File: config.mk
export PLATFORM = sky130hd
export DESIGN_NAME = user_input_irq_ctrl_flat
export DESIGN_NICKNAME = d
export VERILOG_FILES = /design/src/rtl/user_input_irq_ctrl_if.sv /design/src/rtl/user_input_irq_ctrl.sv /design/src/flat_wrapper.sv
export SDC_FILE = /design/constraint.sdc
export NUM_CORES = 1
export LEC_CHECK = 0
export CAP_MARGIN = 20
export CORE_ASPECT_RATIO = 1.2
export CORE_MARGIN = 2
export CORE_UTILIZATION = 59
export CTS_CLUSTER_DIAMETER = 100
export DETAILED_ROUTE_END_ITERATION = 10
export PLACE_DENSITY_LB_ADDON = 0.3
export SLEW_MARGIN = 10
export SYNTH_ARGS = -nofsm -noshare
export SYNTH_HDL_FRONTEND = slang
export SYNTH_SLANG_ARGS = --single-unit
File: constraint.sdc
create_clock -name clk_clk -period 3.19 [get_ports clk_clk]
set_clock_uncertainty 0.1 [all_clocks]
set_input_delay 0.957 -clock clk_clk [delete_from_list [all_inputs] [get_ports clk_clk]]
set_output_delay 0.957 -clock clk_clk [all_outputs]
set_load 0.02 [all_outputs]
File: src/rtl/user_input_irq_ctrl_if.sv
// Avalon-MM slave bus between the HPS lightweight bridge and user_input_irq_ctrl.
// Read data follows a read strobe by exactly one clock; there is no waitrequest.
interface user_input_irq_ctrl_if;
  logic [2:0]  avs_address;
  logic        avs_read;
  logic        avs_write;
  logic [31:0] avs_writedata;
  logic [31:0] avs_readdata;

  modport master (
    output avs_address,
    output avs_read,
    output avs_write,
    output avs_writedata,
    input  avs_readdata
  );

  modport slave (
    input  avs_address,
    input  avs_read,
    input  avs_write,
    input  avs_writedata,
    output avs_readdata
  );
endinterface

File: src/rtl/user_input_irq_ctrl.sv
// Debounced key/switch edge interrupt controller with W1C pending bits and a level irq.
// Optional event counter at address 4 is built only when USER_INPUT_IRQ_COUNT_EN is defined.
module user_input_irq_ctrl #(
  parameter int unsigned DEBOUNCE_CYCLES = 50000,
  parameter bit          KEY_ACTIVE_LOW  = 1'b1
) (
  input  logic                        clk_clk,
  input  logic                        reset_reset_n,
  input  logic [1:0]                  user_input_keys,
  input  logic [3:0]                  user_input_switches,
  user_input_irq_ctrl_if.slave        avs,
  output logic                        irq
);

  localparam int unsigned NB       = 6;
  localparam logic [19:0] DEB_LAST = 20'(DEBOUNCE_CYCLES - 1);
  localparam logic [5:0]  KEY_INV  = KEY_ACTIVE_LOW ? 6'b000011 : 6'b000000;

  localparam logic [2:0] ADDR_STATE   = 3'd0;
  localparam logic [2:0] ADDR_PENDING = 3'd1;
  localparam logic [2:0] ADDR_MASK    = 3'd2;
  localparam logic [2:0] ADDR_EDGE    = 3'd3;
  localparam logic [2:0] ADDR_COUNT   = 3'd4;

  // ---------------------------------------------------------------------
  // Two-flop synchroniser for {switches, keys}
  // ---------------------------------------------------------------------
  logic [NB-1:0] meta_q, meta_d;
  logic [NB-1:0] sync_q, sync_d;
  logic [NB-1:0] sync_eff;

  always_comb begin
    meta_d = {user_input_switches, user_input_keys};
    sync_d = meta_q;
  end

  always_ff @(posedge clk_clk or negedge reset_reset_n) begin
    if (!reset_reset_n) begin
      meta_q <= '0;
      sync_q <= '0;
    end else begin
      meta_q <= meta_d;
      sync_q <= sync_d;
    end
  end

  // Keys are flipped after synchronisation so pressed reads as 1.
  assign sync_eff = sync_q ^ KEY_INV;

  // ---------------------------------------------------------------------
  // Per-bit debounce
  // ---------------------------------------------------------------------
  wire [NB-1:0] debounced;

  for (genvar gi = 0; gi < NB; gi++) begin : g_deb
    logic [19:0] cnt_q, cnt_d;
    logic        deb_q, deb_d;

    always_comb begin
      cnt_d = cnt_q;
      deb_d = deb_q;
      if (sync_eff[gi] == deb_q) begin
        cnt_d = '0;
      end else if (cnt_q >= DEB_LAST) begin
        deb_d = sync_eff[gi];
        cnt_d = '0;
      end else begin
        cnt_d = cnt_q + 20'd1;
      end
    end

    always_ff @(posedge clk_clk or negedge reset_reset_n) begin
      if (!reset_reset_n) begin
        cnt_q <= '0;
        deb_q <= 1'b0;
      end else begin
        cnt_q <= cnt_d;
        deb_q <= deb_d;
      end
    end

    assign debounced[gi] = deb_q;
  end

  // ---------------------------------------------------------------------
  // Edge detection
  // ---------------------------------------------------------------------
  logic [NB-1:0] prev_q, prev_d;
  logic [NB-1:0] rise_en_q, rise_en_d;
  logic [NB-1:0] fall_en_q, fall_en_d;
  logic [NB-1:0] rise_w, fall_w, event_w;

  assign rise_w  = debounced & ~prev_q;
  assign fall_w  = ~debounced & prev_q;
  assign event_w = (rise_w & rise_en_q) | (fall_w & fall_en_q);

  // ---------------------------------------------------------------------
  // Register file
  // ---------------------------------------------------------------------
  logic [NB-1:0] pending_q, pending_d;
  logic [NB-1:0] mask_q, mask_d;
  logic          irq_q, irq_d;
  logic [31:0]   rdata_q, rdata_d;
  logic [NB-1:0] w1c_clr;
  logic          wr_pending, wr_mask, wr_edge;

  assign wr_pending = avs.avs_write && (avs.avs_address == ADDR_PENDING);
  assign wr_mask    = avs.avs_write && (avs.avs_address == ADDR_MASK);
  assign wr_edge    = avs.avs_write && (avs.avs_address == ADDR_EDGE);
  assign w1c_clr    = wr_pending ? avs.avs_writedata[5:0] : '0;

`ifdef USER_INPUT_IRQ_COUNT_EN
  logic [15:0] count_q, count_d;
  logic [2:0]  event_pop;
  logic [16:0] count_sum;
  logic        wr_count;

  assign wr_count = avs.avs_write && (avs.avs_address == ADDR_COUNT);

  always_comb begin
    event_pop = '0;
    for (int i = 0; i < NB; i++) begin
      event_pop = event_pop + {2'b00, event_w[i]};
    end
    count_sum = {1'b0, count_q} + {14'd0, event_pop};
    // A clearing write still counts events landing on the same edge.
    if (wr_count) begin
      count_d = {13'd0, event_pop};
    end else if (count_sum[16]) begin
      count_d = 16'hFFFF;
    end else begin
      count_d = count_sum[15:0];
    end
  end

  always_ff @(posedge clk_clk or negedge reset_reset_n) begin
    if (!reset_reset_n) begin
      count_q <= '0;
    end else begin
      count_q <= count_d;
    end
  end
`endif

  always_comb begin
    prev_d    = debounced;
    rise_en_d = wr_edge ? avs.avs_writedata[5:0]  : rise_en_q;
    fall_en_d = wr_edge ? avs.avs_writedata[13:8] : fall_en_q;
    mask_d    = wr_mask ? avs.avs_writedata[5:0]  : mask_q;
    // Setting after clearing lets a same-cycle event win over W1C.
    pending_d = (pending_q & ~w1c_clr) | event_w;
    irq_d     = |(pending_q & mask_q);
  end

  always_comb begin
    rdata_d = rdata_q;
    if (avs.avs_read) begin
      case (avs.avs_address)
        ADDR_STATE:   rdata_d = {26'd0, debounced};
        ADDR_PENDING: rdata_d = {26'd0, pending_q};
        ADDR_MASK:    rdata_d = {26'd0, mask_q};
        ADDR_EDGE:    rdata_d = {18'd0, fall_en_q, 2'b00, rise_en_q};
`ifdef USER_INPUT_IRQ_COUNT_EN
        ADDR_COUNT:   rdata_d = {16'd0, count_q};
`endif
        default:      rdata_d = 32'd0;
      endcase
    end
  end

  always_ff @(posedge clk_clk or negedge reset_reset_n) begin
    if (!reset_reset_n) begin
      prev_q    <= '0;
      rise_en_q <= 6'h3F;
      fall_en_q <= '0;
      mask_q    <= '0;
      pending_q <= '0;
      irq_q     <= 1'b0;
      rdata_q   <= '0;
    end else begin
      prev_q    <= prev_d;
      rise_en_q <= rise_en_d;
      fall_en_q <= fall_en_d;
      mask_q    <= mask_d;
      pending_q <= pending_d;
      irq_q     <= irq_d;
      rdata_q   <= rdata_d;
    end
  end

  assign irq              = irq_q;
  assign avs.avs_readdata = rdata_q;

  logic unused_wdata;
  assign unused_wdata = ^{avs.avs_writedata[31:14], avs.avs_writedata[7:6]};

endmodule

File: src/flat_wrapper.sv
// flat-port wrapper written by rule: the top's interface ports become plain ports
module user_input_irq_ctrl_flat 
#(
  parameter int unsigned DEBOUNCE_CYCLES = 50000,
  parameter bit          KEY_ACTIVE_LOW  = 1'b1
)
  (clk_clk, reset_reset_n, user_input_keys, user_input_switches, irq, avs_avs_address, avs_avs_read, avs_avs_write, avs_avs_writedata, avs_avs_readdata);
  user_input_irq_ctrl_if avs_i ();
  input  logic clk_clk;
  input  logic reset_reset_n;
  input  logic [1:0] user_input_keys;
  input  logic [3:0] user_input_switches;
  output logic irq;
  input wire logic [$bits(avs_i.avs_address)-1:0] avs_avs_address;
  input wire logic [$bits(avs_i.avs_read)-1:0] avs_avs_read;
  input wire logic [$bits(avs_i.avs_write)-1:0] avs_avs_write;
  input wire logic [$bits(avs_i.avs_writedata)-1:0] avs_avs_writedata;
  output wire logic [$bits(avs_i.avs_readdata)-1:0] avs_avs_readdata;
  assign avs_i.avs_address = avs_avs_address;
  assign avs_i.avs_read = avs_avs_read;
  assign avs_i.avs_write = avs_avs_write;
  assign avs_i.avs_writedata = avs_avs_writedata;
  assign avs_avs_readdata = avs_i.avs_readdata;
  user_input_irq_ctrl #(.DEBOUNCE_CYCLES(DEBOUNCE_CYCLES), .KEY_ACTIVE_LOW(KEY_ACTIVE_LOW)) u_core (.clk_clk(clk_clk), .reset_reset_n(reset_reset_n), .user_input_keys(user_input_keys), .user_input_switches(user_input_switches), .avs(avs_i), .irq(irq));
endmodule
# Yosys cells after proc, flatten, opt, wreduce, memory -nomap -nowiden
# Cells that the tools add are included.
# word_totals
register_bits,201
latch_bits,0
ramBits,0
rom_bits,0
input_bits,45
wordCells,85
n_memories,0
# classes
addsub,6
n_mul,0
n_div,0
n_lt_le_gt_ge,6
eq_ne,9
shift,0
muxes,14
bitwise,18
reduce_logical,11
# op_table
cell,n
$mux W20,12
$add A20 B1 Y20 const B,6
$ge A20 B16 Y1 const B,6
$pmux W14 S4,1
$and A6 B6 Y6,6
$not A6 Y6,3
$or A6 B6 Y6,2
$reduce_and A2 Y1,6
$eq A1 B1 Y1,6
$eq A3 B2 Y1 const B,2
$mux W6,1
$not A1 Y1,6
$reduce_or A6 Y1,1
$eq A3 B1 Y1 const B,1
$logic_and A1 B1 Y1,3
$logic_not A3 Y1,1
$not A2 Y2,1

# Logic depth before layout (Yosys ltp)
# depth
word_depth,6
depth_mapped,8

# Worst setup path after synthesis
# Ideal clock, no wire load.
# synth_timing
path_type,input port to flip-flop
startpoint,input port avs_avs_address[1]
endpoint,register u_core.mask_q[0]
setup_ns,0.125
t_arrival_ns,2.061
required_ns,2.965
path_slack_ns,0.904
stages,4
path_cell_list,clkbuf_1 > nor4bb_1 > clkbuf_1 > mux2_2
# synth_between
elab_chain_len,2
# synth_rtl
element,line,source
from (decl),flat_wrapper.sv:14,input wire logic [$bits(avs_i.avs_address)-1:0] avs_avs_address;
$eq A3 B2 Y1,user_input_irq_ctrl.sv:108,assign wr_mask = avs.avs_write && (avs.avs_address == ADDR_MASK);
$logic_and A1 B1 Y1,user_input_irq_ctrl.sv:108,
to (signal assigned),user_input_irq_ctrl.sv:184,mask_q <= mask_d;
to (decl),user_input_irq_ctrl.sv:101,"logic [NB-1:0] mask_q, mask_d;"
# Every way passes these cells.
# A chain may end at the register's enable or synchronous reset.

# Worst setup path after layout
# layout_timing
startpoint,register u_core.rdata_q[4] (netlist: u_core.avs.avs_readdata[4])
endpoint,output port avs_avs_readdata[4]
# layout_lines
element,line,source
from (decl),user_input_irq_ctrl.sv:103,"logic [31:0] rdata_q, rdata_d;"
from (signal assigned),user_input_irq_ctrl.sv:187,rdata_q <= rdata_d;
to (decl),flat_wrapper.sv:18,output wire logic [$bits(avs_i.avs_readdata)-1:0] avs_avs_readdata;
# No word-level cell between the ends.

==> impl_results.md <==
* Mux cell area share after synthesis at 4.95%
* Sequential area share after synthesis at 57.2%
* Avg Cell Area, Syn at 10.9 um^2
* Vias in the first global route at 5409
* Post-Route WL at 14.9 mm
* Initial Util at 60.2%
* Total core area at 0.0132 mm^2
* Max Cap Viol at 0
* Synth Warn # at 0
* Htree depth at 4
* Netlist Area Pre-Place at 0.00794 mm^2
* Async S/R FF share, synth at 100%
* Placed cell areas at 0.00852 mm^2
* Hold_ws at 247 ps
* Leading post-synthesis cells by cell area: dfrtp_1, nor2_1, xor2_1
* TritonCTS buffer count at 17
* FF+latch count, synth at 181
* Switch Pwr at 1.12 mW
* Clock power frac at 41.5%
* Sequential group share of total power at 51.1%
* Net Sw Frac at 22.7%
* Metal-1 WL at 6.16 mm
* Worst path slowest cell: clkdlybuf4s50_1
* Pre-CTS setup slack at 446 ps
* Routed Antenna Nets at 0
* Remaining DRCs at 0
* Layout Nets at 851
* Vias after detailed routing at 5294
* Bufs on Longest Clock Path at 2
* Adder-cell share of the synthesized area at 0.946%
* CTS Hold Buffers Added at 0
* Worst R2R Path Depth at 6
* Fillers at 972
* Top Metal Used: met4
* Largest area contributor in the netlist: dfrtp_1
* Port bufs at 37
* Worst r2r src: u_core.g_deb[1].cnt_q[0]
* PwrDens at 540 mW/mm^2
* GRT Util Overall at 22.7%
* Final GP Congestion at 0.827
* Reg-to-reg slack, setup at 1020 ps
* CP cell instances: clkdlybuf4s50_1
* RSZ-0062 raised after global routing: false
* Die Height at 131 um
* Gr ovfl total at 0
* Share of the synthesized area in the top cell type at 55.2%
* Leak at 3.87 nW
* Post-CTS setup buffer count at 0
* Via density at 5.40
* Worst vdd ir at 472 uV
* Pins Over Slew Limit at 0
* Worst path bufs/invs at 1
* R2R Path End: u_core.g_deb[1].cnt_q[15]
* Synth unique cells at 52
* Critical Path Max Stage Delay at 620 ps
* Outcome: finished, final reports clean
* Fin worst setup slack at 696 ps
* HPWL Detailed at 10.3 mm
* Commonest register cell after synthesis: dfrtp_1
* Most frequent cell after synthesis: dfrtp_1
* Row cnt at 46
* Global-route wire length before repair at 25.0 mm
* P&R area growth vs syn at 14.7%
* Register Area at 0.00454 mm^2
* Gate power share at 7.4%
* CTS clock-pin slew for the worst setup and hold paths at 60 ps
* Crit path arrival time at 1440 ps
* Final Util at 69.1%
* Min cycle time layout at 2490 ps
* Number of I/O pins at 78
* Critical Path RT at 2130 ps
* Final setup fails at 0
* Root Driver: clkbuf_16
* EDFF count, synth at 0
* CTS tree: built
* Post-synthesis simple-gate area fraction at 18.4%
* Crit-path max FO at 2
* Crit path launch type: register
* Cells after synthesis at 728
* Resized cells post-CTS at 0
* Worst-Margin Slew at 618 ps
* WHS Path Cells at 0
* Synth top cells by count: dfrtp_1, nor2_1, nand2_1, xor2_1, xnor2_1
* Antenna violations before repair at 0
* Final Instance Area at 0.00910 mm^2
* Antenna Cells at 0
* Int Pwr at 3.80 mW
* DR iter-0 viols at 296
* Die area at 0.0144 mm^2
* Share of cells above drive strength 1 at 10.5%
* Routed length on met2 at 7.74 mm
* Final period util at 78.2%
* Pre-antenna DRT Iters at 5
* Setup TNS at 0 ps
* Hold EP: u_core.sync_q[4]
* Max-slew headroom at 58.8%
* WL met3 at 698 um
* Sink Count at 181
* Largest net degree at the start of global routing at 61
* Worst Hold Class: register to register
* Min-delay src: u_core.meta_q[4]
* Drt wl/cell at 15.1 um
* Worst setup EP type: output pin
* Largest family of logic cells by synthesized area: simple AND/OR/NAND/NOR gates
* Final hold vios at 0
* Worst-Skew Late Latency at 440 ps
* Area occupied by multi-input gates at 0.00319 mm^2
* XOR/XNOR share of the synthesized area at 9.71%
* CP top delay family: buffers and inverters
* Complex-gate fraction of the synthesized area at 4.12%
* Crit Path Class: register to output pin
* Maximum clock frequency at 0.401 GHz
* Horiz. Die Dim at 110 um
[layer usage]
layer / up-vias / GRT usage [%]
met3: 24 / 6.10
li1: 2532 / -
met5: - / 0
met1: 2641 / 27.7
met2: 97 / 38.8
met4: 0 / 8.27
[power by group through the flow]
| stage | Clock [mW] | Combinational (mW) | Sequential, mW |
|---|---|---|---|
| 2_1_floorplan | 0 | 0.212 | 2.54 |
| 3_3_place_gp | 0 | 0.353 | 2.55 |
| 3_5_place_dp | 0 | 0.367 | 2.55 |
| 4_1_cts | 2.07 | 0.370 | 2.51 |
| 5_1_grt | 2.17 | 0.407 | 2.53 |
| 6_report | 2.04 | 0.364 | 2.51 |
[cells in the final DEF, fill, tap and decap left out, types with 2 or more instances in the layout]
cell type / synthesis / final
a21o_1: 3 / 3
a21oi_1: 6 / 6
a22oi_1: 3 / 3
a311oi_1: 2 / 2
and2_1: 4 / 4
and3_1: 16 / 16
and4_1: 5 / 5
buf_4: 21 / 10
clkbuf_1: 11 / 3
clkbuf_16: 0 / 17
clkbuf_8: 0 / 6
clkdlybuf4s50_1: 0 / 36
clkinv_2: 0 / 2
clkinv_4: 0 / 2
conb_1: 1 / 44
dfrtp_1: 175 / 175
dfstp_2: 6 / 6
ha_1: 6 / 6
inv_1: 30 / 30
mux2_2: 21 / 21
mux4_2: 6 / 6
nand2_1: 65 / 65
nand2b_1: 4 / 4
nand3_1: 35 / 35
nand3_2: 2 / 2
nand3b_1: 2 / 2
nand4_1: 19 / 19
nand4b_1: 3 / 3
nor2_1: 119 / 119
nor3_1: 9 / 9
nor3_2: 2 / 2
nor4_1: 11 / 11
nor4bb_1: 2 / 2
o211ai_1: 4 / 4
o21ai_0: 14 / 14
o22ai_1: 8 / 8
or4_1: 3 / 3
xnor2_1: 39 / 39
xor2_1: 49 / 49
[flip-flops by register name (all words and copies together) (netlist names)]
signal / flops
u_core.g_deb.cnt_q: 120
u_core.avs.avs_readdata: 12
u_core.fall_en_q: 6
u_core.g_deb.deb_q: 6
u_core.mask_q: 6
u_core.meta_q: 6
u_core.pending_q: 6
u_core.prev_q: 6
u_core.rise_en_q: 6
u_core.sync_q: 6
u_core.irq: 1
[worst register-to-register path: stages (launching register included)]
cell     delay (ps)
dfrtp_1         410
ha_1            240
nand3_1         270
nor4_1          110
nor3_1          440
nand2_2         300
a21oi_1         210
[layout make-up]
class	instances	share of cell area (%)
sequential	181	49.8
multi-input combinational	522	35.1
clock buffer	26	5.70
timing repair buffer	48	5.13
tap	168	2.31
inverter	30	1.24
clock inverter	6	0.728
[per-stage QoR]
stage                     instances  total power, mW
after floorplan                 771             2.76
after global placement          949             2.90
after detailed placement        949             2.92
after CTS                       981             4.95
after global routing            981             5.11
final                           981             4.92
[worst max path at each step]
stage	to	depth (start not counted)	start
2_1_floorplan	u_core.mask_q[0]	4	avs_avs_address[1]
3_3_place_gp	u_core.avs.avs_readdata[0]	5	avs_avs_address[0]
3_5_place_dp	u_core.avs.avs_readdata[2]	5	avs_avs_address[0]
4_1_cts	avs_avs_readdata[8]	1	u_core.avs.avs_readdata[8]
5_1_grt	avs_avs_readdata[8]	1	u_core.avs.avs_readdata[8]
6_report	avs_avs_readdata[4]	1	u_core.avs.avs_readdata[4]
[cells by family (layout without fill, tap and decap cells)]
group	after synthesis	count (layout)
multiplexers	29	29
flip-flops	181	181
other	1	44
buffers and inverters	68	110
XOR/XNOR	88	88
AND/OR/NAND/NOR	306	306
AO/OA/AOI/OAI	49	49
adder cells (fa/ha/maj)	6	6
Power figures use the tool's default switching activity.
